**src/rtl/unit_dispatch_scheduler.sv**
```systemverilog
// unit_dispatch_scheduler: in-order command FIFO in front of UNIT_COUNT
// processing units. The head command is dispatched once its destination
// unit is free and ready, and once its source unit (if it reads one) has no
// result in flight. Per-unit busy bits are tracked from start/done, and a
// flush empties the queue and then waits for the array to drain.
// Optional: `define WATCHDOG_EN builds per-unit timeout counters that
// force-clear a hung unit's busy bit and raise a sticky error flag.
module unit_dispatch_scheduler #(
  parameter int UNIT_COUNT = 4,
  parameter int UID_W      = 2,
  parameter int PAYLOAD_W  = 16,
  parameter int FIFO_DEPTH = 8,
  parameter int TIMEOUT    = 1024
) (
  input  logic                          clk,
  input  logic                          rst,
  input  logic                          cmd_valid,
  output logic                          cmd_ready,
  input  logic [UID_W-1:0]              cmd_dst,
  input  logic [UID_W-1:0]              cmd_src,
  input  logic                          cmd_src_en,
  input  logic [PAYLOAD_W-1:0]          cmd_payload,
  input  logic                          flush,
  input  logic [UNIT_COUNT-1:0]         unit_ready,
  input  logic [UNIT_COUNT-1:0]         unit_done,
  output logic [UNIT_COUNT-1:0]         unit_start,
  output logic [PAYLOAD_W-1:0]          unit_payload,
  output logic [UNIT_COUNT-1:0]         busy_mask,
  output logic [$clog2(FIFO_DEPTH):0]   fifo_count,
  output logic                          idle,
  output logic [UNIT_COUNT-1:0]         error
);
  localparam int PTR_W = $clog2(FIFO_DEPTH);
  localparam int CNT_W = PTR_W + 1;

  typedef enum logic {S_RUN, S_DRAIN} state_t;

  typedef struct packed {
    logic [UID_W-1:0]     dst;
    logic [UID_W-1:0]     src;
    logic                 src_en;
    logic [PAYLOAD_W-1:0] payload;
  } cmd_t;

  state_t                 state_q, state_d;
  cmd_t                   mem [FIFO_DEPTH];
  cmd_t                   cmd_in, head;
  logic [PTR_W-1:0]       wr_ptr, rd_ptr;
  logic [UNIT_COUNT-1:0]  busy_q;
  logic [UNIT_COUNT-1:0]  err_q;
  logic [UNIT_COUNT-1:0]  start_q;
  logic [PAYLOAD_W-1:0]   payload_q;
  logic                   push, dispatch, flush_run;

  assign cmd_in    = '{dst: cmd_dst, src: cmd_src, src_en: cmd_src_en, payload: cmd_payload};
  assign head      = mem[rd_ptr];
  assign flush_run = flush && (state_q == S_RUN);

  // Ready is held low in the reset cycle itself, not just after it.
  assign cmd_ready = !rst && (state_q == S_RUN) && (fifo_count < CNT_W'(FIFO_DEPTH));
  // A flush in the same cycle discards the offered command.
  assign push      = cmd_valid && cmd_ready && !flush;

  // Head-only issue; decision uses registered busy so a same-cycle done
  // only frees the unit for the following cycle.
  assign dispatch = (state_q == S_RUN) && !flush && (fifo_count != '0)
                 && !busy_q[head.dst] && unit_ready[head.dst]
                 && !(head.src_en && busy_q[head.src] && (head.src != head.dst));

  // FIFO storage; no reset needed, occupancy is governed by the pointers.
  always_ff @(posedge clk)
    if (push) mem[wr_ptr] <= cmd_in;

  // FIFO pointers and occupancy; flush drops everything queued.
  always_ff @(posedge clk) begin
    if (rst || flush_run) begin
      wr_ptr     <= '0;
      rd_ptr     <= '0;
      fifo_count <= '0;
    end else begin
      if (push)     wr_ptr <= wr_ptr + 1'b1;
      if (dispatch) rd_ptr <= rd_ptr + 1'b1;
      fifo_count <= fifo_count + CNT_W'(push) - CNT_W'(dispatch);
    end
  end

  // Per-unit busy tracking (and optional watchdog).
  for (genvar u = 0; u < UNIT_COUNT; u++) begin : g_unit
    logic set_u, busy_r, expire;
    assign set_u = dispatch && (head.dst == UID_W'(u));
`ifdef WATCHDOG_EN
    localparam int TMO_W = $clog2(TIMEOUT + 1);
    logic [TMO_W-1:0] wd_cnt;
    logic             err_r;
    assign expire = busy_r && (wd_cnt == TMO_W'(TIMEOUT - 1));
    // Cycle counter restarts at dispatch; expiry latches a sticky error.
    always_ff @(posedge clk) begin
      if (rst) begin
        wd_cnt <= '0;
        err_r  <= 1'b0;
      end else begin
        if (set_u)       wd_cnt <= '0;
        else if (busy_r) wd_cnt <= wd_cnt + 1'b1;
        if (expire)      err_r  <= 1'b1;
      end
    end
    assign err_q[u] = err_r;
`else
    assign expire   = 1'b0;
    assign err_q[u] = 1'b0;
`endif
    // Set on dispatch, clear on done or watchdog expiry; done on an idle
    // unit is a no-op since the bit is already clear.
    always_ff @(posedge clk) begin
      if (rst)                       busy_r <= 1'b0;
      else if (set_u)                busy_r <= 1'b1;
      else if (unit_done[u] || expire) busy_r <= 1'b0;
    end
    assign busy_q[u] = busy_r;
  end

  // Registered start pulse and payload, one cycle after the decision.
  always_ff @(posedge clk) begin
    if (rst) begin
      start_q   <= '0;
      payload_q <= '0;
    end else begin
      start_q <= dispatch ? (UNIT_COUNT'(1) << head.dst) : '0;
      if (dispatch) payload_q <= head.payload;
    end
  end

  // FSM state register.
  always_ff @(posedge clk) begin
    if (rst) state_q <= S_RUN;
    else     state_q <= state_d;
  end

  // FSM next state: flush enters drain, drain exits when no unit is busy.
  always_comb begin
    state_d = state_q;
    case (state_q)
      S_RUN:   if (flush) state_d = S_DRAIN;
      S_DRAIN: if (busy_q == '0) state_d = S_RUN;
      default: state_d = S_RUN;
    endcase
  end

  assign unit_start   = start_q;
  assign unit_payload = payload_q;
  assign busy_mask    = busy_q;
  assign error        = err_q;
  assign idle         = (fifo_count == '0) && (busy_q == '0) && (state_q == S_RUN);
endmodule
```
**config.mk**
```make
export PLATFORM = sky130hd
export DESIGN_NAME = unit_dispatch_scheduler
export DESIGN_NICKNAME = d
export VERILOG_FILES = /design/src/rtl/unit_dispatch_scheduler.sv
export SDC_FILE = /design/constraint.sdc
export NUM_CORES = 1
export LEC_CHECK = 0
export ABC_CLOCK_PERIOD_IN_PS = 8000
export BUFFER_PORTS_ARGS = -buffer_cell sky130_fd_sc_hd__buf_2
export CAP_MARGIN = 20
export CORE_UTILIZATION = 55
export DETAILED_ROUTE_END_ITERATION = 16
export PLACE_DENSITY_LB_ADDON = 0.3
export SETUP_SLACK_MARGIN = 0.5
export SYNTH_ARGS = -nofsm -noshare
export SYNTH_HDL_FRONTEND = slang
export SYNTH_SLANG_ARGS = --single-unit
```
**constraint.sdc**
```tcl
create_clock -name clk -period 8 [get_ports clk]
set_input_delay 1.6 -clock clk [delete_from_list [all_inputs] [get_ports clk]]
set_output_delay 1.6 -clock clk [all_outputs]
set_load 0.01 [all_outputs]
```
==> results of run 1 <==
critical path, cell delays in order (launching register included):
cell and delay [ns]:
dfxtp_2 0.73, mux4_2 0.59, mux2i_1 0.25, mux2_2 0.38, or3_1 0.65, buf_16 0.27, nand2_4 0.30, inv_2 0.07
ha_1 0.28, inv_1 0.05, ha_1 0.16, inv_1 0.06, fa_1 0.37, xor2_1 0.14, nor2_1 0.05
final cells by class:
class	count	area (sq um)	area share [%]
Clock buffer	32	648	6.88
Clock inverter	5	77.6	0.823
Tap cell	184	230	2.44
Inverter	28	105	1.12
Timing Repair Buffer	74	433	4.60
Multi-Input combinational cell	202	2120	22.5
Sequential cell	206	5810	61.7
registers in the layout, summed over array words and instances (netlist names), named ones only:
| name | cells |
|---|---|
| fifo_count | 4 |
| g_unit.busy_r | 4 |
| mem | 168 |
| rd_ptr | 3 |
| state_q | 1 |
| unit_payload | 16 |
| unit_start | 4 |
| wr_ptr | 3 |
metrics by stage:
stage          setup slack (ns)  instance area, sq um  total power, mW  utilization [%]  hold slack, ns
6_report                   3.53                  9420             2.29             64.8           0.468
5_1_grt                    3.20                  9420             2.36             64.8           0.472
4_1_cts                    3.04                  9370             2.31             64.5           0.469
3_5_place_dp               3.09                  8650             1.32             59.5           0.460
3_3_place_gp               3.23                  8650             1.31             59.5           0.453
2_1_floorplan              3.32                  8200             1.27                -           0.467
cells by family (layout without fill, tap and decap cells):
family	Yosys count	count (layout)
buffers and inverters	61	139
muxes	51	51
adders and majority gates	8	8
DFF	206	206
xor gates and xnor gates	5	5
other	1	4
and+or+nand+nor	78	78
AOI/OAI and AO/OA	56	56
power by group through the flow:
stage	registers (mW)	logic (mW)	clock network (mW)
5_1_grt	1.18	0.123	1.05
3_3_place_gp	1.20	0.105	0
2_1_floorplan	1.21	0.0692	0
6_report	1.18	0.110	1.00
4_1_cts	1.18	0.110	1.01
3_5_place_dp	1.21	0.109	0
cells in the mapped netlist (6+ instances only):
cell type  instances
nor2_1            19
mux4_2            40
a221oi_1           7
a21oi_1            7
nor2b_1           18
a211oi_1          16
edfxtp_1         168
a221oi_2           9
dfxtp_1           38
mux2i_1            6
ha_1               7
o21ai_0            6
nor3_1             8
inv_1             27
buf_4              8
clkbuf_1          13
nand2_1           11
layout by cell type (no fill, tap or decap), drive strengths merged, types with 12 or more instances in the layout:
cell type	n
nor2b	18
buf	74
clkbuf	32
a211oi	16
edfxtp	168
mux4	40
nand2	12
a221oi	16
nor2	19
dfxtp	38
inv	28
path summary, 6_finish.rpt:
check | end | slack (ns) | depth (start not counted)
worst max-delay path | fifo_count[2] | 3.53 | 14
worst min-delay path | unit_payload[2] | 0.47 | 2
worst max register to register | fifo_count[2] | 3.53 | 14
worst min register to register | unit_payload[2] | 0.47 | 2
routing by layer:
layer	vias up	GRT usage (%)	routed length (um)
li1	1949	-	-
met1	2175	28.7	6580
met2	169	37.7	7740
met3	23	3.57	1190
met4	2	6.40	247
met5	-	0	8
==> impl_summary.log, run 1 <==
[metrics] clock input transition at the sequential cells of the worst setup and hold paths: 0.06 ns
[metrics] Iteration-0 DRC Markers: 330
[metrics] kind of launch point of the worst setup path: register
[metrics] synthesized area divided by synthesized cell count: 17.6 sq um
[metrics] chip width: 124 um
[metrics] number of levels the H-tree was split into: 1
[metrics] final critical delay including setup and external delays: 4.47 ns
[metrics] type of destination of the critical path: register
[metrics] overall die area: 0.0154 sq mm
[metrics] XOR/XNOR share of the synthesized area: 0.535%
[metrics] Fin. Hold Viols: 0
[metrics] Via density: 5.91
[metrics] post-synthesis share of cell area spent on and, or, nand and nor gates: 4.99%
[metrics] buffers inserted by post-CTS timing repair: 0
[metrics] required time of the critical path: 8.36 ns
[metrics] gate count after technology mapping: 466
[metrics] global router's overall resource usage: 21.9%
[metrics] Port-buffer cells: 62
[metrics] path category of the worst min-delay check: reg2reg
[metrics] routed wirelength normalized by instance count: 21.6 um
[metrics] count of final setup violators: 0
[metrics] total via count after detailed routing: 4318
[metrics] ys async rst share: 0%
[metrics] net switching power: 0.453 mW
[metrics] Top Ports: 67
[metrics] unrepaired setup endpoints after global routing: false
[metrics] synthesized-area fraction occupied by adder cells: 1.31%
[metrics] global-route wire length before repair: 24.4 mm
[metrics] number of nets still failing antenna checks after routing: 0
[metrics] initial antenna violation count: 1
[metrics] post-route insts no fill: 731
[metrics] main combinational cell family by area after synthesis: multiplexers
[metrics] CP max FO: 24
[metrics] number of resized instances in the post-cts repair step: 0
[metrics] TritonCTS clock tree: yes
[metrics] Internal Dissipation: 1.84 mW
[metrics] effective utilization at floorplan: 56.4%
[metrics] Core Rows: 44
[metrics] arrival time of data at the critical path endpoint: 4.83 ns
[metrics] TritonRoute pass-1 iters: 4
[metrics] Area Overhead vs Synth: 15.0%
[metrics] classification of the worst setup path: reg2reg
[metrics] post-route fraction of the period consumed by the critical path: 55.9%
[metrics] fraction of the yosys area taken by sequential cells: 70.9%
[metrics] clock tree root buffer cell: clkbuf_16
[metrics] last weighted congestion value of the routability-driven placer: 0.814
[metrics] Seq cells post-synth: 206
[metrics] Peak supply drop: 0.000181 V
[metrics] Post-synth EDFFs: 168
[metrics] post-synthesis cell type count: 48
[metrics] compound-gate portion of the synthesized area: 5.73%
[metrics] total clock buffers created by CTS: 21
[metrics] Synth warnings: 0
[metrics] worst clock skew: 0.0169 ns
[metrics] max cap viols: 0
[metrics] core region area: 0.0145 sq mm
[metrics] leakage component of the power: 3.15 nW
[metrics] Seq pwr share: 51.6%
[metrics] relative slew slack: 33.1%
[metrics] library cell with the largest summed area after synthesis: edfxtp_1
[metrics] combined area of all synthesized cells: 0.00819 sq mm
[metrics] pin count of the biggest net entering global routing: 45
[metrics] Worst-Skew Late Latency: 0.48 ns
[metrics] number of clock sinks seen by CTS: 206
[metrics] setup tns final: 0 ns
[metrics] outcome: complete, no violations
[metrics] Yosys top cell area share: 61.6%
[metrics] Die Ht: 124 um
[metrics] CTS hold repair buffers: 0
[metrics] switching power as a share of total power: 19.7%
[metrics] vias in the first global route: 4488
[metrics] routed wire length: 15.8 mm
[metrics] Post-layout nets: 574
[metrics] Power Density: 243 mW/mm^2
[metrics] half-perimeter wire length of the detailed placement result: 8.91 mm
[metrics] leading cell types by total area after synthesis: edfxtp_1 (62%), mux4_2 (11%), dfxtp_1 (9.3%), a221oi_2 (1.6%), a211oi_1 (1.5%)
[metrics] relative contribution of the clock network to total power: 43.7%
[metrics] cell count after placement: 692
[metrics] share of total power in combinational logic: 4.8%
[metrics] Hold Startpoint: unit_payload[2]
[metrics] post-detailed-route DRC marker count: 0
[metrics] number of buffers on the longest clock path: 3
[metrics] ratio of cells with drive above 1 in the final layout: 31.8%
[metrics] prevailing post-synth register cell: edfxtp_1
[metrics] ANT cells: 0
[metrics] Achievable Freq: 224 MHz
[metrics] Least-Margin Pin Slew: 1.00 ns
[metrics] layout filler cell count: 1016
[metrics] global route overflow: 0
[metrics] mux contribution to synthesized area: 12.7%
[metrics] Max Slew Vio Count: 0
No activity file was read; power rests on OpenSTA's default activity.
==> inputs of run 2 (changes only) <==
Settings changed: ABC_CLOCK_PERIOD_IN_PS 8000 to 3800, CORE_UTILIZATION 55 to 53.
Clock period 8 ns to 3.8 ns, I/O delays scaled along.
==> run 2 against run 1 <==
  * Register-to-register slack lost 2.9 ns
  * Non-clock buffer count grew 17
  * Worst hold slack got worse by 0.0084 ns
  * Highest routed layer unchanged
  * Global-route usage shrank 0.95 points
  * Final cell count rose by 3.4%
  * Die area increased by 3.7%
  * Critical path type unchanged
  * Total power up 120%
  * Largest power group unchanged
==> impl_summary.log, run 2 (synthesis gave the netlist of run 1 again) <==
[metrics] Die Ht: 126 um (+1.8%)
[metrics] last weighted congestion value of the routability-driven placer: 0.826 (+1.5%)
[metrics] number of levels the H-tree was split into: 1 (unchanged)
[metrics] path category of the worst min-delay check: reg2reg
[metrics] Largest register FFs: 168 (unchanged)
[metrics] Iteration-0 DRC Markers: 308 (-6.7%)
[metrics] ratio of cells with drive above 1 in the final layout: 35.8% (+4.0 points)
[metrics] routed wire length: 16.0 mm (+1.4%)
[metrics] Power Density: 519 mW/mm^2 (+110%)
[metrics] Fin. Hold Viols: 0 (unchanged)
[metrics] PnR Total Power: 5.03 mW (+120%)
[metrics] type of destination of the critical path: register
[metrics] CP max FO: 6 (-75%)
[metrics] relative slew slack: 58.4% (+25 points)
[metrics] CP bufs+invs: 3 (-1)
[metrics] Port-buffer cells: 62 (unchanged)
[metrics] TritonRoute pass-1 iters: 4 (unchanged)
[metrics] arrival time of data at the critical path endpoint: 3.57 ns (-1.26 ns)
[metrics] CP cell instances: mux4_2, mux2i_4, mux2i_1, mux2_4, or3_4, nand2_4, inv_4, ha_4, inv_2, ha_2, inv_2, fa_2, nor2_1
[metrics] clock input transition at the sequential cells of the worst setup and hold paths: 0.06 ns (about the same)
[metrics] setup slack of the most critical reg-to-reg path: 0.59 ns (-2.94 ns)
[metrics] Peak supply drop: 0.000380 V (+110%)
[metrics] chip width: 126 um (+1.8%)
[metrics] global-route wire length before repair: 25.0 mm (+2.7%)
[metrics] register with the most flip-flops: mem
[metrics] Top Ports: 67 (unchanged)
[metrics] half-perimeter wire length of the detailed placement result: 9.55 mm (+7.2%)
[metrics] Worst-Skew Late Latency: 0.49 ns (about the same)
[metrics] worst-case hold slack: 0.460 ns (-0.00844 ns)
[metrics] effective utilization at floorplan: 54.1% (-2.3 points)
[metrics] largest stage delay on the critical path: 0.55 ns (-0.18 ns)
[metrics] clock tree root buffer cell: clkbuf_16
[metrics] worst clock skew: 0.00841 ns (-0.00853 ns)
[metrics] leakage component of the power: 3.28 nW (+4.0%)
[metrics] commonest cells after routing, fill and taps aside: edfxtp_1 (168), buf_2 (62), mux4_2 (40), dfxtp_1 (36), buf_4 (26)
[metrics] post-detailed-route DRC marker count: 0 (unchanged)
[metrics] Post-layout nets: 592 (+3.1%)
[metrics] required time of the critical path: 4.17 ns (-4.19 ns)
[metrics] number of buffers on the longest clock path: 3 (unchanged)
[metrics] post-route fraction of the period consumed by the critical path: 84.4% (+29 points)
[metrics] classification of the worst setup path: reg2reg
[metrics] pin count of the biggest net entering global routing: 35 (-22%)
[metrics] setup tns final: 0 ns (unchanged)
[metrics] Achievable Freq: 312 MHz (+39%)
[metrics] Area Overhead vs Synth: 18.3%
[metrics] overall die area: 0.0160 sq mm (+3.7%)
[metrics] leading cell type in the layout, fill and taps excluded: edfxtp_1
[metrics] family with the most delay on the worst path: multiplexers
[metrics] kind of launch point of the worst setup path: register
[metrics] Core Rows: 45 (+2.3%)
[metrics] initial antenna violation count: 2 (+1)
[metrics] outcome: complete, no violations
[metrics] Least-Margin Pin Slew: 0.623 ns (-0.378 ns)
[metrics] vias in the first global route: 4520 (+0.71%)
[metrics] number of clock sinks seen by CTS: 206 (unchanged)
[metrics] layout filler cell count: 1020 (+0.39%)
[metrics] unrepaired setup endpoints after global routing: false
[metrics] core region area: 0.0151 sq mm (+4.2%)
[metrics] max cap viols: 0 (unchanged)
[metrics] routed wirelength normalized by instance count: 21.2 um (-1.9%)
[metrics] global route overflow: 0 (unchanged)
[metrics] count of final setup violators: 0 (unchanged)
[metrics] global router's overall resource usage: 20.9% (-0.95 points)
[metrics] final critical delay including setup and external delays: 3.21 ns (-1.26 ns)
[metrics] number of nets still failing antenna checks after routing: 0 (unchanged)
[metrics] master of the slowest instance on the critical path: mux4_2
[metrics] TritonCTS clock tree: yes
[metrics] most frequent CP cell: inv_2
[metrics] Via density: 5.85 (-1.0%)
[metrics] total via count after detailed routing: 4421 (+2.4%)
[metrics] Max Slew Vio Count: 0 (unchanged)
[metrics] total clock buffers created by CTS: 22 (+4.8%)
==> run 2: cell count changes in the layout (fill, tap and decap cells not counted), moves of 2 or more <==
| cell | before | now |
|---|---|---|
| buf_4 | 10 | 26 |
| clkbuf_8 | 6 | 2 |
| clkinv_1 | 0 | 4 |
| bufinv_16 | 2 | 5 |
| buf_6 | 0 | 2 |
| clkbuf_1 | 4 | 2 |
| ha_1 | 7 | 5 |
| inv_1 | 27 | 25 |
==> run 2: worst paths after layout <==
| check | startpoint | endpoint | cells past startpoint |
|---|---|---|---|
| max | register | fifo_count[1] | 13 |
| min | unit_payload[14] | unit_payload[14] | 2 |
| max reg2reg | register | fifo_count[1] | 13 |
| min reg2reg | unit_payload[14] | unit_payload[14] | 2 |
==> run 2: power breakdown <==
| part | leakage (nW) | internal, mW | switching (mW) |
|---|---|---|---|
| combinational | 1.06 | 0.111 | 0.142 |
| sequential | 1.82 | 2.47 | 0.0182 |
| clock | 0.393 | 1.48 | 0.812 |
==> run 2: what timing repair did <==
item	in CTS	in global routing
setup buffers	5	1
endpoints found under the setup margin	3	3
gates resized for setup	3	17
gates cloned	0	0
hold buffers	0	0
pin swaps	1	7
==> run 2: routing by layer <==
metal	GRT usage (%)	part of all wire, %	vias up
met1	28.3	43	2253
met2	35.4	49	143
met3	3.58	6.2	31
met5	0	0.063	-
met4	5.74	1.6	2
li1	-	-	1992
==> run 2: layout make-up <==
cell class	count	area, sq um	share of cell area, %
Sequential cell	206	5810	59.9
Multi-Input combinational cell	202	2190	22.6
Clock buffer	27	611	6.30
Timing Repair Buffer	91	548	5.65
Tap cell	188	235	2.43
Clock inverter	13	189	1.95
Inverter	28	108	1.11
Antenna cell	1	2.50	0.0258
==> run 2: stage by stage <==
stage	instances	util, %	area (sq um)	setup WS [ns]
3_5_place_dp	709	57.9	8770	0.359
4_1_cts	754	63.5	9610	0.500
3_3_place_gp	709	57.9	8770	0.426
2_1_floorplan	469	-	8210	0.499
5_1_grt	755	64.0	9690	0.481
6_report	756	64.0	9690	0.593
==> run 2: worst register-to-register path: cells and delay by family (launching register included) <==
family | cells | cell delay [ns]
mux | 4 | 1.14
buf+inv | 3 | 0.12
fa+ha+maj | 3 | 0.89
flops | 1 | 0.41
simple gates | 3 | 0.52
==> inputs of run 3 (changes only) <==
Settings changed: ABC_CLOCK_PERIOD_IN_PS 3800 to 2600.
Clock period 3.8 ns to 2.6 ns, I/O delays scaled along.
==> run 3 against run 2 <==
  * The run now ends with setup timing left
  * Die area unchanged
  * Non-clock buffer count increased by 20
  * Final cell count increased by 2.5%
  * First-iteration DRC count increased by 8.4%
  * Register-to-register slack got worse by 1.2 ns
  * Utilization increased by 2.6 points
  * Critical endpoint unchanged
  * Largest cell class unchanged
==> impl_summary.log, run 3 (synthesis gave the netlist of run 1 again) <==
[metrics] outcome: finished, violations left
[metrics] violated checks: setup timing
[metrics] worst clock skew: 0.0265 ns (+0.0181 ns)
[metrics] register with the most flip-flops: mem
[metrics] post-detailed-route DRC marker count: 0 (unchanged)
[metrics] PnR Total Power: 7.08 mW (+41%)
[metrics] overall die area: 0.0160 sq mm (unchanged)
[metrics] required time of the critical path: 2.97 ns (-1.20 ns)
[metrics] Die Ht: 126 um (unchanged)
[metrics] number of levels the H-tree was split into: 1 (unchanged)
[metrics] effective utilization at floorplan: 54.1% (unchanged)
[metrics] Iteration-0 DRC Markers: 334 (+8.4%)
[metrics] Achievable Freq: 317 MHz (+1.6%)
[metrics] cell area after layout: 0.0101 sq mm (+4.1%)
[metrics] worst-case hold slack: 0.242 ns (-0.218 ns)
[metrics] number of buffers on the longest clock path: 3 (unchanged)
[metrics] half-perimeter wire length of the detailed placement result: 9.27 mm (-2.9%)
[metrics] final critical delay including setup and external delays: 3.16 ns (-0.0495 ns)
[metrics] Core Rows: 45 (unchanged)
[metrics] Least-Margin Pin Slew: 0.528 ns (-0.0950 ns)
[metrics] Post-layout nets: 612 (+3.4%)
[metrics] total clock buffers created by CTS: 22 (unchanged)
[metrics] core region area: 0.0151 sq mm (unchanged)
[metrics] path category of the worst min-delay check: in2reg
[metrics] last weighted congestion value of the routability-driven placer: 0.815 (-1.3%)
[metrics] clock tree root buffer cell: clkbuf_16
[metrics] Peak supply drop: 0.000681 V (+79%)
[metrics] Top Ports: 67 (unchanged)
[metrics] TritonCTS clock tree: yes
[metrics] count of final setup violators: 31 (+31)
[metrics] commonest cells after routing, fill and taps aside: edfxtp_1 (168), buf_2 (62), mux4_2 (40), dfxtp_1 (36), buf_4 (34)
[metrics] Power Density: 702 mW/mm^2 (+35%)
[metrics] Largest register FFs: 168 (unchanged)
[metrics] arrival time of data at the critical path endpoint: 3.52 ns (-0.05 ns)
[metrics] Area Overhead vs Synth: 23.2%
[metrics] leakage component of the power: 3.41 nW (+4.2%)
[metrics] pin count of the biggest net entering global routing: 31 (-11%)
[metrics] max cap viols: 0 (unchanged)
[metrics] ratio of cells with drive above 1 in the final layout: 40.0% (+4.2 points)
[metrics] type of destination of the critical path: register
[metrics] clock input transition at the sequential cells of the worst setup and hold paths: 0.06 ns (about the same)
[metrics] chip width: 126 um (unchanged)
[metrics] unrepaired setup endpoints after global routing: true
[metrics] number of clock sinks seen by CTS: 206 (unchanged)
[metrics] global route overflow: 0 (unchanged)
[metrics] global router's overall resource usage: 21.8% (+0.83 points)
[metrics] Max Slew Vio Count: 0 (unchanged)
[metrics] ANT cells: 0 (-1)
[metrics] vias in the first global route: 4622 (+2.3%)
[metrics] CTS hold repair buffers: 0 (unchanged)
[metrics] number of nets still failing antenna checks after routing: 0 (unchanged)
[metrics] routed wire length: 16.6 mm (+4.1%)
[metrics] relative slew slack: 64.6% (+6.1 points)
[metrics] leading cell type in the layout, fill and taps excluded: edfxtp_1
[metrics] post-detailed-placement cell area: 0.00905 sq mm (+3.2%)
[metrics] layout filler cell count: 991 (-2.8%)
[metrics] global-route wire length before repair: 25.7 mm (+2.8%)
[metrics] Util after Layout: 66.6% (+2.6 points)
[metrics] total via count after detailed routing: 4518 (+2.2%)
[metrics] Fin. Hold Viols: 0 (unchanged)
[metrics] post-route fraction of the period consumed by the critical path: 121% (+37 points)
[metrics] Worst-Skew Late Latency: 0.51 ns (+0.02 ns)
[metrics] initial antenna violation count: 0 (-2)
[metrics] kind of launch point of the worst setup path: register
[metrics] minimum setup slack in the final design: -0.557 ns (-1.15 ns)
[metrics] classification of the worst setup path: reg2reg
[metrics] TritonRoute pass-1 iters: 4 (unchanged)
[metrics] CP max FO: 7 (+1)
[metrics] Via density: 5.83 (-0.31%)
[metrics] Port-buffer cells: 62 (unchanged)
[metrics] routed wirelength normalized by instance count: 21.5 um (+1.5%)
==> run 3: changes by cell type in the layout (fill, tap and decap cells not counted), sizes merged <==
cell    previous run  this run
bufbuf             0         2
buf               91       108
clkbuf            27        32
diode              1         0
inv               29        28
bufinv             5         2
==> run 3: stage by stage <==
| stage | TNS [ns] | worst slack, ns | instances |
|---|---|---|---|
| 3_3_place_gp | -3.42 | -0.575 | 722 |
| 4_1_cts | -2.76 | -0.561 | 771 |
| 3_5_place_dp | -4.94 | -0.639 | 722 |
| 2_1_floorplan | -1.79 | -0.559 | 469 |
| 6_report | -4.74 | -0.557 | 775 |
| 5_1_grt | -7.86 | -0.659 | 775 |
==> run 3: final cells by class <==
cell class              count  area [sq um]  area share (%)
flip-flops and latches    206          5810            57.6
multi-input cells         202          2330            23.1
repair buffers            111           893            8.85
clock buffers              31           604            5.99
well taps                 188           235            2.33
inverters                  28           113            1.12
clock inverters             9           103            1.02
==> run 3: power by group <==
group          switching [mW]  internal [mW]
clock                    1.19           1.82
combinational           0.227          0.212
sequential             0.0270           3.60
==> run 3: critical path, cell delays in order (launching register included) <==
cell and delay [ns]:
dfxtp_4 0.42, buf_4 0.16, mux4_2 0.52, mux2i_4 0.19, xor2_1 0.16, a21oi_1 0.08, or3_4 0.42, nand2_8 0.08
inv_6 0.03, ha_4 0.21, inv_4 0.05, ha_4 0.12, inv_2 0.03, fa_2 0.51, nor2_1 0.04
==> run 3: timing repair <==
| action | CTS | global route |
|---|---|---|
| setup endpoints to repair | 35 | 35 |
| pin swaps | 0 | 5 |
| endpoints found under the hold margin | 0 | 0 |
| cloned | 3 | 1 |
| gates resized for setup | 20 | 12 |
| setup buffers | 6 | 3 |
==> run 3: routing by layer <==
layer | track usage [%] | vias up | part of all wire, %
li1 | - | 2030 | -
met1 | 28.3 | 2268 | 38
met2 | 37.5 | 183 | 51
met3 | 3.96 | 37 | 7.8
met4 | 6.80 | 0 | 2.5
met5 | 0 | - | 0
==> run 3: worst paths after layout <==
check	end	slack (ns)	depth (start not counted)	startpoint
hold reg to reg	unit_payload[10]	0.46	2	unit_payload[10]
setup / recovery	fifo_count[1]	-0.56	14	register
hold / removal	g_unit[1].busy_r	0.24	2	unit_done[1]
setup reg to reg	fifo_count[1]	-0.56	14	register
